**src/rtl/usb_pkg.sv**
```systemverilog
// Shared USB definitions for the full-speed transmit and receive paths:
// transmitter FSM states, framing constants, PID codes and the serial CRC16 step.
package usb_pkg;

  typedef enum logic [2:0] {
    IDLE    = 3'd0,
    SYNC    = 3'd1,
    PID     = 3'd2,
    DATA    = 3'd3,
    CRC     = 3'd4,
    EOP_SE0 = 3'd5,
    EOP_J   = 3'd6
  } tx_state_t;

  localparam logic [7:0]  SYNC_BYTE      = 8'h80;
  localparam logic [15:0] CRC16_POLY     = 16'h8005;
  // CRC16_POLY bit-reversed, used by the LSB-first (reflected) shift register.
  localparam logic [15:0] CRC16_POLY_REFL = 16'hA001;
  localparam logic [15:0] CRC16_INIT     = 16'hFFFF;
  localparam logic [15:0] CRC16_RESIDUAL = 16'h800D;

  localparam logic [7:0] PID_ACK   = 8'hD2;
  localparam logic [7:0] PID_NAK   = 8'h5A;
  localparam logic [7:0] PID_DATA0 = 8'hC3;
  localparam logic [7:0] PID_DATA1 = 8'h4B;

  // One serial CRC16 step in reflected form: bit 0 of the register holds the
  // x^15 coefficient, so the complement is sent starting from bit 0.
  function automatic logic [15:0] crc16_step(input logic [15:0] crc, input logic bit_in);
    logic fb;
    fb = crc[0] ^ bit_in;
    crc16_step = {1'b0, crc[15:1]} ^ (fb ? CRC16_POLY_REFL : 16'h0000);
  endfunction

endpackage

```
**src/rtl/usb_crc16_serial.sv**
```systemverilog
// Serial USB CRC16 accumulator, one bit per enabled cycle. Shared by the
// transmitter (CRC generation) and the receiver (residual check).
module usb_crc16_serial
  import usb_pkg::*;
(
  input  logic        clk,
  input  logic        n_rst,
  input  logic        clear,
  input  logic        enable,
  input  logic        bit_in,
  output logic [15:0] crc_out
);

  logic [15:0] crc_r;

  // CRC register: clear has priority over a data bit update.
  always_ff @(posedge clk or negedge n_rst) begin
    if (!n_rst) begin
      crc_r <= CRC16_INIT;
    end else if (clear) begin
      crc_r <= CRC16_INIT;
    end else if (enable) begin
      crc_r <= crc16_step(crc_r, bit_in);
    end else begin
      crc_r <= crc_r;
    end
  end

  assign crc_out = crc_r;

endmodule

```
**src/rtl/usb_transmitter.sv**
```systemverilog
// Full-speed USB packet transmitter: serialises SYNC, PID, optional payload
// and CRC16 LSB-first with bit stuffing and NRZI, then drives EOP.
// Line outputs are registered; J = (1,0), K = (0,1), SE0 = (0,0).
module usb_transmitter
  import usb_pkg::*;
#(
  parameter int unsigned CLKS_PER_BIT = 8,
  parameter int unsigned MAX_BYTES    = 8
) (
  input  logic        clk,
  input  logic        n_rst,
  input  logic        tx_start,
  input  logic [7:0]  tx_pid,
  input  logic        tx_data_pkt,
  input  logic [3:0]  tx_len,
  input  logic [63:0] tx_data,
  output logic        d_plus,
  output logic        d_minus,
  output logic        tx_busy,
  output logic        tx_done
);

  localparam logic [7:0] TIMER_LAST = 8'(CLKS_PER_BIT - 1);
  localparam logic [3:0] MAX_LEN    = 4'(MAX_BYTES);

  tx_state_t   state_r, state_next_s, adv_state_s;
  logic [6:0]  cnt_r, cnt_next_s, adv_cnt_s;
  logic [7:0]  timer_r, timer_next_s;
  logic [2:0]  ones_r, ones_next_s;
  logic        nrzi_r, nrzi_next_s;          // 1 = J level, 0 = K level
  logic [7:0]  pid_r, pid_next_s;
  logic [63:0] data_r, data_next_s;
  logic [3:0]  len_r, len_next_s;
  logic        pkt_r, pkt_next_s;
  logic        dp_r, dp_next_s, dm_r, dm_next_s;
  logic        busy_r, busy_next_s, done_r, done_next_s;

  logic        wrap_s, adv_bit_s, stuff_region_s, data_last_s;
  logic [6:0]  data_bits_s;
  logic        crc_clear_s, crc_en_s, crc_bit_s;
  logic [15:0] crc_s;

  usb_crc16_serial u_crc (
    .clk     (clk),
    .n_rst   (n_rst),
    .clear   (crc_clear_s),
    .enable  (crc_en_s),
    .bit_in  (crc_bit_s),
    .crc_out (crc_s)
  );

  assign wrap_s         = (timer_r == TIMER_LAST);
  assign data_bits_s    = {len_r, 3'b000};
  assign data_last_s    = (cnt_r == (data_bits_s - 7'd1));
  assign stuff_region_s = (state_r == SYNC) || (state_r == PID) ||
                          (state_r == DATA) || (state_r == CRC);

  // Field position that follows the bit currently on the line (ignores stuffing).
  always_comb begin
    adv_state_s = IDLE;
    adv_cnt_s   = 7'd0;
    case (state_r)
      SYNC: begin
        if (cnt_r == 7'd7) begin
          adv_state_s = PID;
        end else begin
          adv_state_s = SYNC;
          adv_cnt_s   = cnt_r + 7'd1;
        end
      end
      PID: begin
        if (cnt_r != 7'd7) begin
          adv_state_s = PID;
          adv_cnt_s   = cnt_r + 7'd1;
        end else if (!pkt_r) begin
          adv_state_s = EOP_SE0;
        end else if (len_r == 4'd0) begin
          adv_state_s = CRC;
        end else begin
          adv_state_s = DATA;
        end
      end
      DATA: begin
        if (data_last_s) begin
          adv_state_s = CRC;
        end else begin
          adv_state_s = DATA;
          adv_cnt_s   = cnt_r + 7'd1;
        end
      end
      CRC: begin
        if (cnt_r == 7'd15) begin
          adv_state_s = EOP_SE0;
        end else begin
          adv_state_s = CRC;
          adv_cnt_s   = cnt_r + 7'd1;
        end
      end
      EOP_SE0: begin
        if (cnt_r == 7'd1) begin
          adv_state_s = EOP_J;
        end else begin
          adv_state_s = EOP_SE0;
          adv_cnt_s   = cnt_r + 7'd1;
        end
      end
      EOP_J:   adv_state_s = IDLE;
      default: adv_state_s = IDLE;
    endcase
  end

  // Logical value of the bit at the advanced position; CRC is sent complemented.
  always_comb begin
    case (adv_state_s)
      SYNC:    adv_bit_s = SYNC_BYTE[adv_cnt_s[2:0]];
      PID:     adv_bit_s = pid_r[adv_cnt_s[2:0]];
      DATA:    adv_bit_s = data_r[adv_cnt_s[5:0]];
      CRC:     adv_bit_s = ~crc_s[adv_cnt_s[3:0]];
      default: adv_bit_s = 1'b0;
    endcase
  end

  // Next-state and line decisions: accept in IDLE, otherwise act on each bit-timer wrap.
  always_comb begin
    state_next_s = state_r;
    cnt_next_s   = cnt_r;
    timer_next_s = timer_r;
    ones_next_s  = ones_r;
    nrzi_next_s  = nrzi_r;
    pid_next_s   = pid_r;
    data_next_s  = data_r;
    len_next_s   = len_r;
    pkt_next_s   = pkt_r;
    dp_next_s    = dp_r;
    dm_next_s    = dm_r;
    busy_next_s  = busy_r;
    done_next_s  = 1'b0;
    crc_clear_s  = 1'b0;
    crc_en_s     = 1'b0;
    crc_bit_s    = 1'b0;

    if (state_r == IDLE) begin
      if (tx_start) begin
        pid_next_s   = tx_pid;
        data_next_s  = tx_data;
        len_next_s   = (tx_len > MAX_LEN) ? MAX_LEN : tx_len;
        pkt_next_s   = tx_data_pkt;
        state_next_s = SYNC;
        cnt_next_s   = 7'd0;
        timer_next_s = 8'd0;
        nrzi_next_s  = SYNC_BYTE[0] ? nrzi_r : ~nrzi_r;
        ones_next_s  = SYNC_BYTE[0] ? 3'd1 : 3'd0;
        dp_next_s    = nrzi_next_s;
        dm_next_s    = ~nrzi_next_s;
        busy_next_s  = 1'b1;
        crc_clear_s  = 1'b1;
      end else begin
        dp_next_s   = 1'b1;
        dm_next_s   = 1'b0;
        busy_next_s = 1'b0;
      end
    end else if (!wrap_s) begin
      timer_next_s = timer_r + 8'd1;
    end else begin
      timer_next_s = 8'd0;
      if (stuff_region_s && (ones_r == 3'd6)) begin
        // Stuffed zero: position holds, CRC untouched, line toggles.
        ones_next_s = 3'd0;
        nrzi_next_s = ~nrzi_r;
        dp_next_s   = nrzi_next_s;
        dm_next_s   = ~nrzi_next_s;
      end else begin
        state_next_s = adv_state_s;
        cnt_next_s   = adv_cnt_s;
        case (adv_state_s)
          SYNC, PID, DATA, CRC: begin
            nrzi_next_s = adv_bit_s ? nrzi_r : ~nrzi_r;
            dp_next_s   = nrzi_next_s;
            dm_next_s   = ~nrzi_next_s;
            ones_next_s = adv_bit_s ? (ones_r + 3'd1) : 3'd0;
            crc_en_s    = (adv_state_s == DATA);
            crc_bit_s   = adv_bit_s;
          end
          EOP_SE0: begin
            ones_next_s = 3'd0;
            dp_next_s   = 1'b0;
            dm_next_s   = 1'b0;
          end
          EOP_J: begin
            nrzi_next_s = 1'b1;
            dp_next_s   = 1'b1;
            dm_next_s   = 1'b0;
          end
          IDLE: begin
            nrzi_next_s = 1'b1;
            dp_next_s   = 1'b1;
            dm_next_s   = 1'b0;
            busy_next_s = 1'b0;
            done_next_s = 1'b1;
          end
          default: begin
            state_next_s = IDLE;
            nrzi_next_s  = 1'b1;
            dp_next_s    = 1'b1;
            dm_next_s    = 1'b0;
            busy_next_s  = 1'b0;
          end
        endcase
      end
    end
  end

  // State and datapath registers; reset parks the lines at idle J.
  always_ff @(posedge clk or negedge n_rst) begin
    if (!n_rst) begin
      state_r <= IDLE;
      cnt_r   <= 7'd0;
      timer_r <= 8'd0;
      ones_r  <= 3'd0;
      nrzi_r  <= 1'b1;
      pid_r   <= 8'd0;
      data_r  <= 64'd0;
      len_r   <= 4'd0;
      pkt_r   <= 1'b0;
      dp_r    <= 1'b1;
      dm_r    <= 1'b0;
      busy_r  <= 1'b0;
      done_r  <= 1'b0;
    end else begin
      state_r <= state_next_s;
      cnt_r   <= cnt_next_s;
      timer_r <= timer_next_s;
      ones_r  <= ones_next_s;
      nrzi_r  <= nrzi_next_s;
      pid_r   <= pid_next_s;
      data_r  <= data_next_s;
      len_r   <= len_next_s;
      pkt_r   <= pkt_next_s;
      dp_r    <= dp_next_s;
      dm_r    <= dm_next_s;
      busy_r  <= busy_next_s;
      done_r  <= done_next_s;
    end
  end

  assign d_plus  = dp_r;
  assign d_minus = dm_r;
  assign tx_busy = busy_r;
  assign tx_done = done_r;

endmodule
```
**config.mk**
```make
export PLATFORM = sky130hd
export DESIGN_NAME = usb_transmitter
export DESIGN_NICKNAME = d
export VERILOG_FILES = /design/src/rtl/usb_pkg.sv /design/src/rtl/usb_crc16_serial.sv /design/src/rtl/usb_transmitter.sv
export SDC_FILE = /design/constraint.sdc
export NUM_CORES = 1
export LEC_CHECK = 0
export BUFFER_PORTS_ARGS = -buffer_cell sky130_fd_sc_hd__buf_2
export CORE_MARGIN = 2
export CORE_UTILIZATION = 37
export DETAILED_ROUTE_END_ITERATION = 8
export MAX_ROUTING_LAYER = met4
export PLACE_DENSITY = 0.57
export SYNTH_ARGS = -nofsm -noshare
export SYNTH_HDL_FRONTEND = slang
export SYNTH_SLANG_ARGS = --single-unit
```
**constraint.sdc**
```tcl
create_clock -name clk -period 4.5 [get_ports clk]
set_input_delay 0.45 -clock clk [delete_from_list [all_inputs] [get_ports clk]]
set_output_delay 0.45 -clock clk [all_outputs]
set_load 0.02 [all_outputs]
```
==> metrics.md, run 1 <==
| Metric | Value |
|---|---|
| Status | `complete, no violations` |
| Final Critical Period | `3.81 ns` |
| Actual slew at the worst max-slew pin | `0.997 ns` |
| Compound-gate portion of the synthesized area | `0.169` |
| Synth Area in Adders | `0.0132` |
| Worst Skew | `0.0159 ns` |
| Max clock buf depth | `2` |
| CTS sink cnt | `119` |
| Final worst setup slack | `0.688 ns` |
| Worst EP required | `4.85 ns` |
| Max-slew headroom | `0.335` |
| Post-synth EDFFs | `0` |
| Io pins | `84` |
| Nets | `949` |
| Main flop type after synthesis | `dfrtp_1` |
| Initial DRC Count | `393` |
| Final Cycle Share | `0.847` |
| Final setup TNS | `0 ns` |
| Via density per instance | `5.20` |
| Worst Hold Class | `input port to asynchronous set/reset pin` |
| Grt ovf | `0` |
| Initial Util | `0.374` |
| Total core area | `17800 um^2` |
| Largest net degree at the start of global routing | `66` |
| Final setup vio count | `0` |
| Ys async rst share | `1.00` |
| CTS Hold Bufs | `0` |
| Synth top cells by count | `285 x nand2_1, 101 x dfrtp_1, 51 x o21ai_0` |
| Largest family of logic cells by synthesized area | `simple AND/OR/NAND/NOR gates` |
| Yosys top cell by area | `dfrtp_1` |
| CTS Buf Count | `17` |
| Hold slack | `0.135 ns` |
| DR WL/cell | `16.3 um` |
| Worst-path fanout max | `19` |
| Routed wire length | `17900 um` |
| Post-Synth XOR/XNOR Area | `0.0224` |
| Root buf cell | `clkbuf_16` |
| Antenna-violating nets left | `0` |
| FF+latch count, synth | `119` |
| Unrepaired setup endpoints after global routing | `no` |
| Die width | `138 um` |
| Worst setup EP type | `flop` |
| Placement Setup Slack | `0.755 ns` |
| # diodes | `0` |
| CP startpoint kind | `flop` |
| Netlist cell types | `79` |
| Synth Instances | `797` |
| Via count | `5738` |
| Total GRT Usage | `0.199` |
| Postcts setup bufs | `0` |
| Mapped Area | `6650 um^2` |
| Buffers on Ports | `83` |
| Share of layout cells above drive strength 1 | `0.192` |
| Mux contribution to synthesized area | `0.0256` |
| Drt first pass iters | `7` |
| Vias in the first global route | `5726` |
| Worst setup path class | `flop to flop` |
| Final hold violation count | `0` |
| Cts repair resizes | `0` |
| Fin. max-slew vios | `0` |
| TritonCTS clock tree | `done` |
| Initial antenna violation count | `0` |
| Critical path arrival | `4.16 ns` |
| DP HPWL | `12700 um` |
| Total Die Area | `19100 um^2` |
| Post-synth top area share | `0.380` |
| Most area-consuming cells after synthesis | `dfrtp_1 38%, nand2_1 16%, dfstp_2 7.1%` |
| Max-Cap Viols | `0` |
| Max frequency | `262 MHz` |
| CTS HTree Levels | `4` |
| Post-DP Area | `7210 um^2` |
| Cell area power density | `317 nW/um^2` |
| # rows | `49` |
| Post-route DRC | `0` |
| Area growth syn-to-layout | `17.1%` |
| Die height | `138 um` |
| Synth Area in Simple Gates | `0.277` |
| Mapped Avg Cell Area | `8.35 um^2` |
| Synthesized net count | `884` |
| Final instance area | `7790 um^2` |
| Synth Warn # | `0` |
| Most frequent cell after synthesis | `nand2_1` |
| Register area share after synthesis | `0.451` |
| Maximum vdd drop | `0.250 mV` |
| Worst-skew pair later-pin latency | `0.43 ns` |
| P_leak | `3.71 nW` |
| CTS clk-pin slew, worst paths | `0.06 ns` |
| Fillers | `1806` |
| First-pass GRT wire length | `29500 um` |
| Final RePlAce weighted congestion | `0.945` |
power breakdown:
group | internal, mW | switching, mW | total (mW)
sequential | 1.07 | 0 | 1.07
clock | 0.843 | 0.499 | 1.34
combinational | 0.0262 | 0.0305 | 0.0566
layer usage:
layer	global-route usage	wire [um]
met5	-	0
met4	0.0682	362
met3	0.0398	877
met2	0.300	8220
met1	0.270	8460
worst max-delay path: stages, from the launching register on:
cell and delay (ns):
dfrtp_1 0.47, ha_1 0.36, nor4b_4 0.35, a21oi_1 0.19
a211o_1 0.33, nor2_4 0.39, o221ai_1 0.16, or3_1 0.32
nand4_1 0.16, a2bb2oi_4 0.26, a31oi_4 0.15, or3_1 0.35
a32o_1 0.25
area by class of cell:
| type | instances | area [um^2] | area share |
|---|---|---|---|
| inverters | 16 | 60.1 | 0.00771 |
| flip-flops and latches | 119 | 3000 | 0.385 |
| clock inverters | 10 | 121 | 0.0156 |
| well taps | 229 | 287 | 0.0368 |
| clock buffers | 21 | 460 | 0.0591 |
| repair buffers | 92 | 485 | 0.0623 |
| multi-input cells | 616 | 3380 | 0.434 |
registers in the layout, indices dropped and copies added (netlist names):
register and flops:
state_r 3, pid_r 8, ones_r 3, data_r 64, d_minus 1, len_r 4
pkt_r 1, u_crc.crc_out 16, cnt_r 7, nrzi_r 1, tx_done 1, timer_r 8
tx_busy 1, d_plus 1
per-stage QoR:
step / utilization / total power [mW] / cells
finish: 0.438 / 2.47 / 1103
CTS: 0.438 / 2.50 / 1103
floorplan: - / 1.09 / 797
global route: 0.438 / 2.56 / 1103
global placement: 0.406 / 1.15 / 1072
detailed placement: 0.406 / 1.15 / 1072
worst paths after layout:
| check | startpoint | to | slack (ns) | depth (start not counted) |
|---|---|---|---|---|
| worst min register to register | data_r[0] | data_r[0] | 0.47 | 2 |
| max in group asynchronous | n_rst | u_crc.crc_out[3] | 3.37 | 2 |
| worst min-delay path | n_rst | len_r[3] | 0.13 | 1 |
| worst max register to register | cnt_r[0] | d_plus | 0.69 | 12 |
| worst max-delay path | cnt_r[0] | d_plus | 0.69 | 12 |
| min in group clk | tx_data[53] | data_r[53] | 0.21 | 3 |
cell usage in the layout, fill, tap and decap left out, types with 5 or more instances in the layout:
master     count
inv_1         14
mux2i_1        8
a21oi_1       22
clkbuf_16     17
dfrtp_1      101
o22ai_1        8
nand2_1      284
dfstp_2       18
nor2_1        46
a211oi_1       6
buf_4         10
and2_1         5
a22o_1         5
nand3_1       15
a311oi_1       5
ha_1           7
nand3b_1       5
xor2_1         6
and3_1         8
xnor2_1       11
nor3_1        18
or3_1          5
o21ai_0       51
a31oi_1        8
buf_2         82
cell families (layout without fill, tap and decap cells):
logic type | Yosys count | in the layout
and+or+nand+nor | 421 | 421
AOI/OAI and AO/OA | 158 | 158
DFF | 119 | 119
buffers and inverters | 62 | 139
xor gates and xnor gates | 17 | 17
muxes | 13 | 13
adders and majority gates | 7 | 7
No activity file was read; power rests on OpenSTA's default activity.
==> inputs of run 2 (changes only) <==
ABC_AREA = 1   (was unset)
PLACE_DENSITY = 0.59   (was 0.57)
clock period = 3.3 ns   (was 4.5 ns; I/O delays follow)
==> run 2 against run 1 <==
The run now ends with hold timing left. Area after synthesis is 4.6% lower. Largest cell class is now registers. Total power rose to 3.1 times the previous value. Die area is 4.5% lower. Critical path type unchanged.
==> metrics.md, run 2 <==
| Metric | Value |
|---|---|
| Synth top cells by count | `302 x nand2_1, 101 x dfrtp_1, 91 x nand3_1` |
| CTS Hold Bufs | `0 (unchanged)` |
| Yosys top cell by area | `dfrtp_1` |
| Synth Area in Adders | `0.0138 (+0.000633)` |
| Initial antenna violation count | `0 (unchanged)` |
| Commonest non-fill, non-tap cells in the layout | `301 x nand2_1, 101 x dfrtp_1, 91 x nand3_1, 82 x buf_2, 71 x inv_1` |
| Register area share after synthesis | `0.473 (+0.0217)` |
| DP HPWL | `11100 um (-12%)` |
| Final hold violation count | `1 (+1)` |
| Fin. max-slew vios | `0 (unchanged)` |
| Drt first pass iters | `5 (-2)` |
| Total GRT Usage | `0.196 (-0.00362)` |
| # rows | `47 (-4.1%)` |
| Total core area | `16700 um^2 (-6.1%)` |
| Postcts setup bufs | `0 (unchanged)` |
| Synthesized net count | `927 (+4.9%)` |
| Most area-consuming cells after synthesis | `dfrtp_1 40%, nand2_1 18%, dfstp_2 7.4%` |
| Most frequent cell after synthesis | `nand2_1` |
| Final RePlAce weighted congestion | `0.887 (-6.1%)` |
| CTS Buf Count | `17 (unchanged)` |
| Max reg flops | `64 (unchanged)` |
| Compound-gate portion of the synthesized area | `0.0883 (-0.0806)` |
| Cell area power density | `1010 nW/um^2 (+220%)` |
| CP peak stage delay | `0.35 ns (-0.12 ns)` |
| Mux contribution to synthesized area | `0 (-0.0256)` |
| Vias in the first global route | `5479 (-4.3%)` |
| CTS sink cnt | `119 (unchanged)` |
| Via count | `5529 (-3.6%)` |
| Max frequency | `347 MHz (+32%)` |
| Most frequent CP cell | `nand2_2` |
| Mapped Avg Cell Area | `7.56 um^2 (-9.5%)` |
| Post-synth top area share | `0.398 (+0.0183)` |
| Bufs and invs on worst path | `4 (+4)` |
| Worst-path fanout max | `28 (+9)` |
| Via density per instance | `4.80 (-7.7%)` |
| CP max-delay cell | `dfrtp_1` |
| Worst Skew | `0.0102 ns (-0.00566 ns)` |
| Initial Util | `0.380 (+0.00589)` |
| Die width | `135 um (-2.3%)` |
| Top delay family on crit path | `simple AND/OR/NAND/NOR gates` |
| Ys async rst share | `1.00 (unchanged)` |
| CTS HTree Levels | `4 (unchanged)` |
| Final setup vio count | `0 (unchanged)` |
| Post-route DRC | `0 (unchanged)` |
| Hold slack | `-0.000428 ns (-0.135 ns)` |
| Antenna-violating nets left | `0 (unchanged)` |
| Final Critical Period | `2.88 ns (-0.933 ns)` |
| Main flop type after synthesis | `dfrtp_1` |
| Buffers on Ports | `83 (unchanged)` |
| Largest family of logic cells by synthesized area | `simple AND/OR/NAND/NOR gates` |
| Share of layout cells above drive strength 1 | `0.195 (+0.00306)` |
| Routed wire length | `15900 um (-11%)` |
| Worst setup path class | `flop to flop` |
| Worst Hold Class | `input port to asynchronous set/reset pin` |
| Mapped Area | `6350 um^2 (-4.6%)` |
| Max-Cap Viols | `0 (unchanged)` |
| Nets | `1006 (+6.0%)` |
| DR WL/cell | `13.8 um (-15%)` |
| Status | `finished with violations` |
| CP startpoint kind | `flop` |
| Post-synth EDFFs | `0 (unchanged)` |
| Critical path arrival | `3.23 ns (-0.93 ns)` |
| Final Cycle Share | `0.873 (+0.0254)` |
| CTS clk-pin slew, worst paths | `0.06 ns (about the same)` |
| Commonest non-fill, non-tap cell in the layout | `nand2_1` |
| # diodes | `0 (unchanged)` |
| Actual slew at the worst max-slew pin | `1.09 ns (+0.0968 ns)` |
| Failing checks | `hold timing` |
| Max-slew headroom | `0.268 (-0.0672)` |
| Root buf cell | `clkbuf_16` |
| Worst EP required | `3.65 ns (-1.20 ns)` |
| Worst-path cell chain | `inv_2 -> ha_1 -> xnor2_1 -> nor2_2 -> nand3_1 -> nand2_2 -> nand2_2 -> buf_12 -> nand2_8 -> inv_4 -> a21oi_1 -> o21ai_0 -> nand3_1 -> nand3_1 -> nand3_1 -> nand2_1 -> inv_2 -> nand2_2 -> nand2_2 -> nand2_2 -> nand2_2 -> nand2_1 -> nand3_1 -> nand2_1` |
| Maximum vdd drop | `0.705 mV (+180%)` |
| Largest net degree at the start of global routing | `120 (+82%)` |
| Post-Synth XOR/XNOR Area | `0.00828 (-0.0141)` |
| Register with the most flip-flops | `data_r` |
| P_leak | `3.79 nW (+2.3%)` |
| First-pass GRT wire length | `27300 um (-7.6%)` |
| Worst setup EP type | `flop` |
| Final setup TNS | `0 ns (unchanged)` |
| Synth Warn # | `0 (unchanged)` |
| Io pins | `84 (unchanged)` |
| Grt ovf | `0 (unchanged)` |
| Area growth syn-to-layout | `18.8%` |
| Die height | `135 um (-2.3%)` |
| Synth Instances | `840 (+5.4%)` |
| Synth Area in Simple Gates | `0.328 (+0.0514)` |
| TritonCTS clock tree | `done` |
| Max clock buf depth | `2 (unchanged)` |
| FF+latch count, synth | `119 (unchanged)` |
| Worst-skew pair later-pin latency | `0.42 ns (about the same)` |
| Initial DRC Count | `393 (unchanged)` |
| Total Die Area | `18200 um^2 (-4.5%)` |
| Netlist cell types | `38 (-52%)` |
run 2: cell count changes after synthesis, sizes merged, moves of 9 or more:
cell / delta
nand3: +79
inv: +75
nand2: +25
a21oi: -12
a22oi: +12
clkbuf: -11
a31oi: -10
nor3: -9
xnor2: -9
run 2: power breakdown:
| part | switching, mW | total (mW) | leakage (nW) | internal, mW |
|---|---|---|---|---|
| logic | 2.22 | 3.47 | 2.08 | 1.25 |
| clock network | 0.687 | 1.71 | 0.255 | 1.02 |
| registers | 0.351 | 2.44 | 1.46 | 2.09 |
run 2: cells by family after synthesis:
family,count (synthesis)
AND/OR/NAND/NOR,482
buffers and inverters,129
flip-flops,119
AO/OA/AOI/OAI,97
adder cells (fa/ha/maj),7
XOR/XNOR,6
run 2: per-stage QoR:
step	utilization	worst slack [ns]	cell area [um^2]	total power, mW	cells
6_report	0.452	0.420	7540	7.62	1152
5_1_grt	0.452	-0.0162	7540	8.36	1152
4_1_cts	0.449	0.259	7500	7.59	1152
3_5_place_dp	0.416	0.274	6950	5.84	1120
3_3_place_gp	0.416	0.317	6950	5.81	1120
2_1_floorplan	-	0.814	6350	5.09	840
run 2: worst paths after layout:
path                                   from          endpoint  slack (ns)  depth (start not counted)
worst max-delay path               len_r[0]  u_crc.crc_out[0]        0.42                         24
worst min register to register   data_r[31]        data_r[31]        0.48                          2
worst min-delay path                  n_rst        data_r[48]     -0.0004                          2
worst max register to register     len_r[0]  u_crc.crc_out[0]        0.42                         24
max in group asynchronous             n_rst          cnt_r[0]        2.81                          2
min in group clk                tx_data[28]        data_r[28]        0.10                          3
run 2: what timing repair did:
| item | CTS | global route |
|---|---|---|
| resized for setup | 0 | 10 |
| endpoints found under the setup margin | 0 | 6 |
| endpoints found under the hold margin | 0 | 0 |
run 2: area by class of cell:
type | count | area, um^2
Timing Repair Buffer | 95 | 569
Multi-Input combinational cell | 592 | 2790
Clock inverter | 10 | 73.8
Inverter | 94 | 355
Clock buffer | 22 | 474
Tap cell | 220 | 275
Fill cell | 1738 | 9160
Sequential cell | 119 | 3000
run 2: metal layers:
metal	share of wire	vias up	track usage
met1	0.50	2540	0.273
met2	0.44	116	0.289
met4	0.010	0	0.0538
met3	0.042	10	0.0428
li1	-	2863	-
met5	0	-	-
